## src/rtl/ramp_tick_pwm.sv

```systemverilog
// Period tick down-counter plus a WIDTH-bit PWM modulator for the ramp generator.
// Define PWM_DUTY_LATCH_EN to latch the duty code at frame boundaries (glitch-free frames).
module ramp_tick_pwm #(
   parameter int PERIOD = 390,
   parameter int WIDTH  = 8
) (
   input  logic             clk,
   input  logic             reset_n,
   input  logic             enable,
   input  logic [WIDTH-1:0] duty_cycle,
   output logic             zero,
   output logic             pwm_out
);

   localparam int              CW     = $clog2(PERIOD) + 1;
   localparam logic [CW-1:0]    RELOAD = CW'(PERIOD - 1);
   localparam logic [WIDTH-1:0] PMAX   = '1;

   if (PERIOD < 1) begin : g_bad_period
      $error("ramp_tick_pwm: PERIOD must be >= 1");
   end
   if (WIDTH < 1 || WIDTH > 16) begin : g_bad_width
      $error("ramp_tick_pwm: WIDTH must be in 1..16");
   end

   logic [CW-1:0]    cnt_q, cnt_d;
   logic [WIDTH-1:0] pcnt_q, pcnt_d;
   logic             pwm_q, pwm_d;
   logic [WIDTH-1:0] duty_eff;
   logic             cnt_zero;

   assign cnt_zero = (cnt_q == '0);

   // Gated by reset_n so the tick is low during reset even when PERIOD=1.
   assign zero    = enable & reset_n & cnt_zero;
   assign pwm_out = pwm_q;

   always_comb begin
      cnt_d = RELOAD;
      if (enable && !cnt_zero) cnt_d = cnt_q - CW'(1);
   end

   always_comb begin
      pcnt_d = '0;
      if (enable) pcnt_d = pcnt_q + WIDTH'(1);
   end

   assign pwm_d = enable & (pcnt_q < duty_eff);

`ifdef PWM_DUTY_LATCH_EN
   logic [WIDTH-1:0] duty_q, duty_d;

   // Reload while idle so the first frame after enable already uses the current code.
   always_comb begin
      duty_d = duty_q;
      if (!enable || pcnt_q == PMAX) duty_d = duty_cycle;
   end

   always_ff @(posedge clk or negedge reset_n) begin
      if (!reset_n) duty_q <= '0;
      else          duty_q <= duty_d;
   end

   assign duty_eff = duty_q;
`else
   assign duty_eff = duty_cycle;
`endif

   always_ff @(posedge clk or negedge reset_n) begin
      if (!reset_n) begin
         cnt_q  <= RELOAD;
         pcnt_q <= '0;
         pwm_q  <= 1'b0;
      end else begin
         cnt_q  <= cnt_d;
         pcnt_q <= pcnt_d;
         pwm_q  <= pwm_d;
      end
   end

endmodule

```

## config.mk

```make
export PLATFORM = sky130hd
export DESIGN_NAME = ramp_tick_pwm
export DESIGN_NICKNAME = d
export VERILOG_FILES = /design/src/rtl/ramp_tick_pwm.sv
export SDC_FILE = /design/constraint.sdc
export NUM_CORES = 1
export LEC_CHECK = 0
export CELL_PAD_IN_SITES_DETAIL_PLACEMENT = 1
export CELL_PAD_IN_SITES_GLOBAL_PLACEMENT = 1
export CORE_MARGIN = 2
export CORE_UTILIZATION = 35
export CTS_BUF_LIST = sky130_fd_sc_hd__clkbuf_16
export DETAILED_ROUTE_END_ITERATION = 10
export PLACE_DENSITY_LB_ADDON = 0.1
export SLEW_MARGIN = 20
export SYNTH_ARGS = -nofsm -noshare
export SYNTH_HDL_FRONTEND = slang
export SYNTH_SLANG_ARGS = --single-unit
```

## constraint.sdc

```tcl
create_clock -name clk -period 2.1 [get_ports clk]
set_clock_uncertainty 0.2 [all_clocks]
set_input_delay 0.42 -clock clk [delete_from_list [all_inputs] [get_ports clk]]
set_output_delay 0.42 -clock clk [all_outputs]
set_load 0.02 [all_outputs]
```

After elaboration in Yosys (flattened, before gate mapping)
Index checks and enable logic that the tools add are counted.
{"block": "totals", "latch_bits": 0, "inputBits": 11, "romBits": 0, "register_bits": 19, "mem_bits_rw": 0, "n_memories": 0}
{"block": "classes", "n_reduce_logical": 3, "mul": 0, "order_cmp": 1, "n_eq_ne": 0, "n_addsub": 2, "mux": 2, "shift": 0, "bitwise": 3, "div": 0}
{"cell": "$logic_not A10 Y1", "n": 1}
{"cell": "$mux W10", "n": 1}
{"cell": "$sub A10 B1 Y10 const B", "n": 1}
{"cell": "$add A8 B1 Y8 const B", "n": 1}
{"cell": "$lt A8 B8 Y1", "n": 1}
{"cell": "$mux W8", "n": 1}
{"cell": "$and A1 B1 Y1", "n": 3}
{"cell": "$logic_and A1 B1 Y1", "n": 1}
{"cell": "$logic_not A1 Y1", "n": 1}

Logic depth before layout (Yosys ltp)
{"block": "logic_depth", "word_depth": 4, "ltp_mapped": 5, "ltp_nobuf": 5}

Worst setup path after synthesis
Ideal clock, no wire load.
{"block": "synth_timing", "kind": "register to output", "startpoint": "reg cnt_q[1]", "endpoint": "out zero", "setup_slack_ps": -400, "n_path_buf": 0, "stages_incl_launch_ff": 5, "arrival_time_ps": 1880, "path_cell_list": "dfrtp_1 inv_1 ha_1 or4b_4 nor4_1"}
{"block": "synth_between", "elab_chain_cells": 2}
{"element": "start: declaration", "line": "26", "source": "logic [CW-1:0] cnt_q, cnt_d;"}
{"element": "start signal: assignment", "line": "75", "source": "cnt_q <= cnt_d;"}
{"element": "$logic_not A10 Y1", "line": "32", "source": "assign cnt_zero = (cnt_q == '0);"}
{"element": "$and A1 B1 Y1", "line": "35", "source": "assign zero = enable & reset_n & cnt_zero;"}
{"element": "end: declaration", "line": "11", "source": "output logic zero,"}
No other way between the ends.

Worst setup path after layout
Same ends and word-level chain as after synthesis.

==> impl_metrics.py <==
metrics = {
    "cells_and_area": {
        "fin_nets": 169,
        "area_growth_pct": 45.68,
        "final_cell_mix": "24 x buf_4, 15 x dfrtp_1, 11 x clkdlybuf4s50_1, 9 x inv_1, 8 x ha_1",
        "diodes": 0,
        "drive_gt1_share_pct": 32.43,
        "layout_commonest_cell": "buf_4",
    },
    "grt": {
        "antenna_found_initial": 0,
        "grt_max_degree": 20,
        "grt_pass1_wl_um": 4823,
        "overflow": 0,
        "grt_use_total_pct": 18.30,
        "grt_pass1_vias": 1013,
    },
    "floorplanning": {
        "die_w_um": 59.67,
        "core_mm2": 0.003003,
        "dieArea_mm2": 0.003561,
        "std_cell_rows": 20,
        "fp.dieH_um": 59.67,
        "pin_count": 13,
        "initial_core_util_pct": 36.12,
    },
    "critical_path": {
        "cp.required_ns": 1.48,
        "endpoint": "zero",
        "r2r_slack_ns": -0.16,
        "r2r-end": "cnt_q[6]",
        "reg2regPathDepth": 7,
        "start_kind": "register",
        "crit_buf_inv": 2,
        "critPathKind": "reg2out",
        "worst_setup_path_end_kind": "output pin",
        "cpMaxStageDelayCell": "or4b_4",
        "max_stage_delay_ns": 0.47,
        "regToRegStartpoint": "cnt_q[1]",
        "cp_num_cells": 5,
        "cp-startpoint": "cnt_q[1]",
        "cpLargestDelayFamily": "simple AND/OR/NAND/NOR gates",
        "crit_fanout": 2,
        "critPathArrivalTime_ns": 1.67,
        "crit_chain": "inv_2 -> ha_4 -> or4b_4 -> nor4_4 -> buf_4",
    },
    "cts": {
        "insertion_delay_ns": 0.25,
        "clock-sinks": 19,
        "clkSlewWorstSetupHoldPaths_ns": 0.06,
        "cts_tree": "done",
        "cts_buffers": 3,
        "cts_hold_buf": 0,
        "cts_buffer_depth": 2,
        "cts_root_buf": "clkbuf_16",
        "cts_max_level": 1,
    },
    "routing": {
        "wirelength_um": 2812,
        "viasPerCell": 5.392,
        "first_pass_iters": 4,
        "vias": 976,
        "drcViolationCount": 0,
        "drtIter0Drc": 11,
        "wl_per_cell_um": 15.54,
        "antenna_left": 0,
    },
    "place": {
        "gp_congestion": 0.7797,
        "io_buffers": 12,
        "place_ws_ns": -0.4562,
        "hpwl_um": 2092,
    },
    "timing": {
        "setup_violations": 5,
        "finalMaxSlewViolations": 0,
        "relSlewSlack_pct": 60.17,
        "min_period_over_period_pct": 108.9,
        "hold_violations": 0,
        "post-route-min-period_ns": 2.288,
        "timing.final.ws_setup_ns": -0.1876,
        "fin_hold_ws_ns": 0.3192,
        "worstMarginPinSlew_ns": 0.5919,
        "fmax_ghz": 0.4371,
        "rsz0062_at_grt": "true",
    },
    "pwr": {
        "p_per_area_mw_per_mm2": 618.9,
        "report.power.total_w": 0.0009780,
        "p_leak_nw": 0.6997,
        "peakVddDrop_uv": 585.0,
    },
    "run_status": {
        "violations": "negative setup slack",
        "run_status": "finished, violations left",
    },
    "run": {
        "max_cap_viol_count": 0,
    },
    "synthesis": {
        "synth-main-ff-cell": "dfrtp_1",
        "ys_ff_latch": 19,
        "synthCells": 111,
        "seq_area_frac_synth_pct": 44.29,
        "syn_avg_cell_area_um2": 9.773,
        "syn_area_mm2": 0.001085,
        "synth.distinct_cells": 34,
        "synthArstFlopShare_pct": 100.0,
        "syn_nets": 131,
        "synth_edf_count": 0,
        "yosys_warnings": 0,
    },
    "min_path": {
        "hp-class": "reg2reg",
    },
}
sequential cells by signal (all words and copies together), names as in the netlist:
signal   count
cnt_q       10
pwm_out      1
pcnt_q       8
repair_timing:
| item | CTS | global route |
|---|---|---|
| endpoints found under the hold margin | 0 | 0 |
| setup endpoints to repair | 4 | 6 |
| pin swaps | 1 | 5 |
| resized for setup | 16 | 7 |
| setup buffers | 3 | 4 |
where the power goes:
part,internal [W],switching (W),leakage (nW),total (W)
logic,0.0000938,0.0000847,0.417,0.000178
registers,0.000390,0.0000164,0.245,0.000406
clock network,0.000257,0.000137,0.0371,0.000394
total,0.000741,0.000238,0.700,0.000978
stage by stage:
step | std cells | cell area (µm²) | setup TNS (ns) | util (%)
floorplan | 111 | 1100 | 0 | -
global placement | 171 | 1385 | -0.7028 | 46.13
detailed placement | 171 | 1385 | -0.8194 | 46.13
CTS | 178 | 1535 | -0.3177 | 51.13
global route | 181 | 1580 | -0.7375 | 52.63
finish | 181 | 1580 | -0.4755 | 52.63
cells in the mapped netlist, drive strengths merged (3+ instances only):
master  count  area [µm²]
o31ai       4       30.03
dfrtp      15       375.4
nand2       6       22.52
a21oi       6       30.03
nor4        4       25.02
clkbuf      3       11.26
nor2        6       22.52
or4         3       22.52
nor3b       3       22.52
o21ai       5       25.02
ha          9       112.6
or3         4       26.28
nand3       3       15.01
inv        11       41.29
dfstp       4       105.1
worst min-delay path by stage:
stage                     depth (start not counted)         to  startpoint
after floorplan                                   0   cnt_q[1]     reset_n
after global placement                            1  pcnt_q[0]   pcnt_q[0]
after detailed placement                          1  pcnt_q[0]   pcnt_q[0]
after CTS                                         1  pcnt_q[0]   pcnt_q[0]
after global routing                              2   cnt_q[5]     reset_n
final                                             1  pcnt_q[0]   pcnt_q[0]
per-layer routing:
metal	vias up	GRT usage, %	share of wire, %
met5	-	0	0
li1	480	-	-
met3	2	4.545	1.9
met1	487	24.83	48
met2	7	30.12	50
met4	0	2.857	0.28
cells by family after synthesis:
logic type,Yosys count,synth area share [%]
xor+xnor,4,3.230
simple gates,40,21.22
buf+inv,14,4.844
flops,19,44.29
compound gates,23,14.07
fa+ha+maj,9,10.38
mux,2,1.961
layout make-up:
cell class,count,area [µm²]
flip-flops and latches,19,480.5
clock inverters,1,7.507
fillers,339,1423
multi-input cells,78,633.1
inverters,11,41.29
clock buffers,3,75.07
repair buffers,36,301.5
well taps,33,41.29
Note: power is estimated with default switching activity, not from simulation.
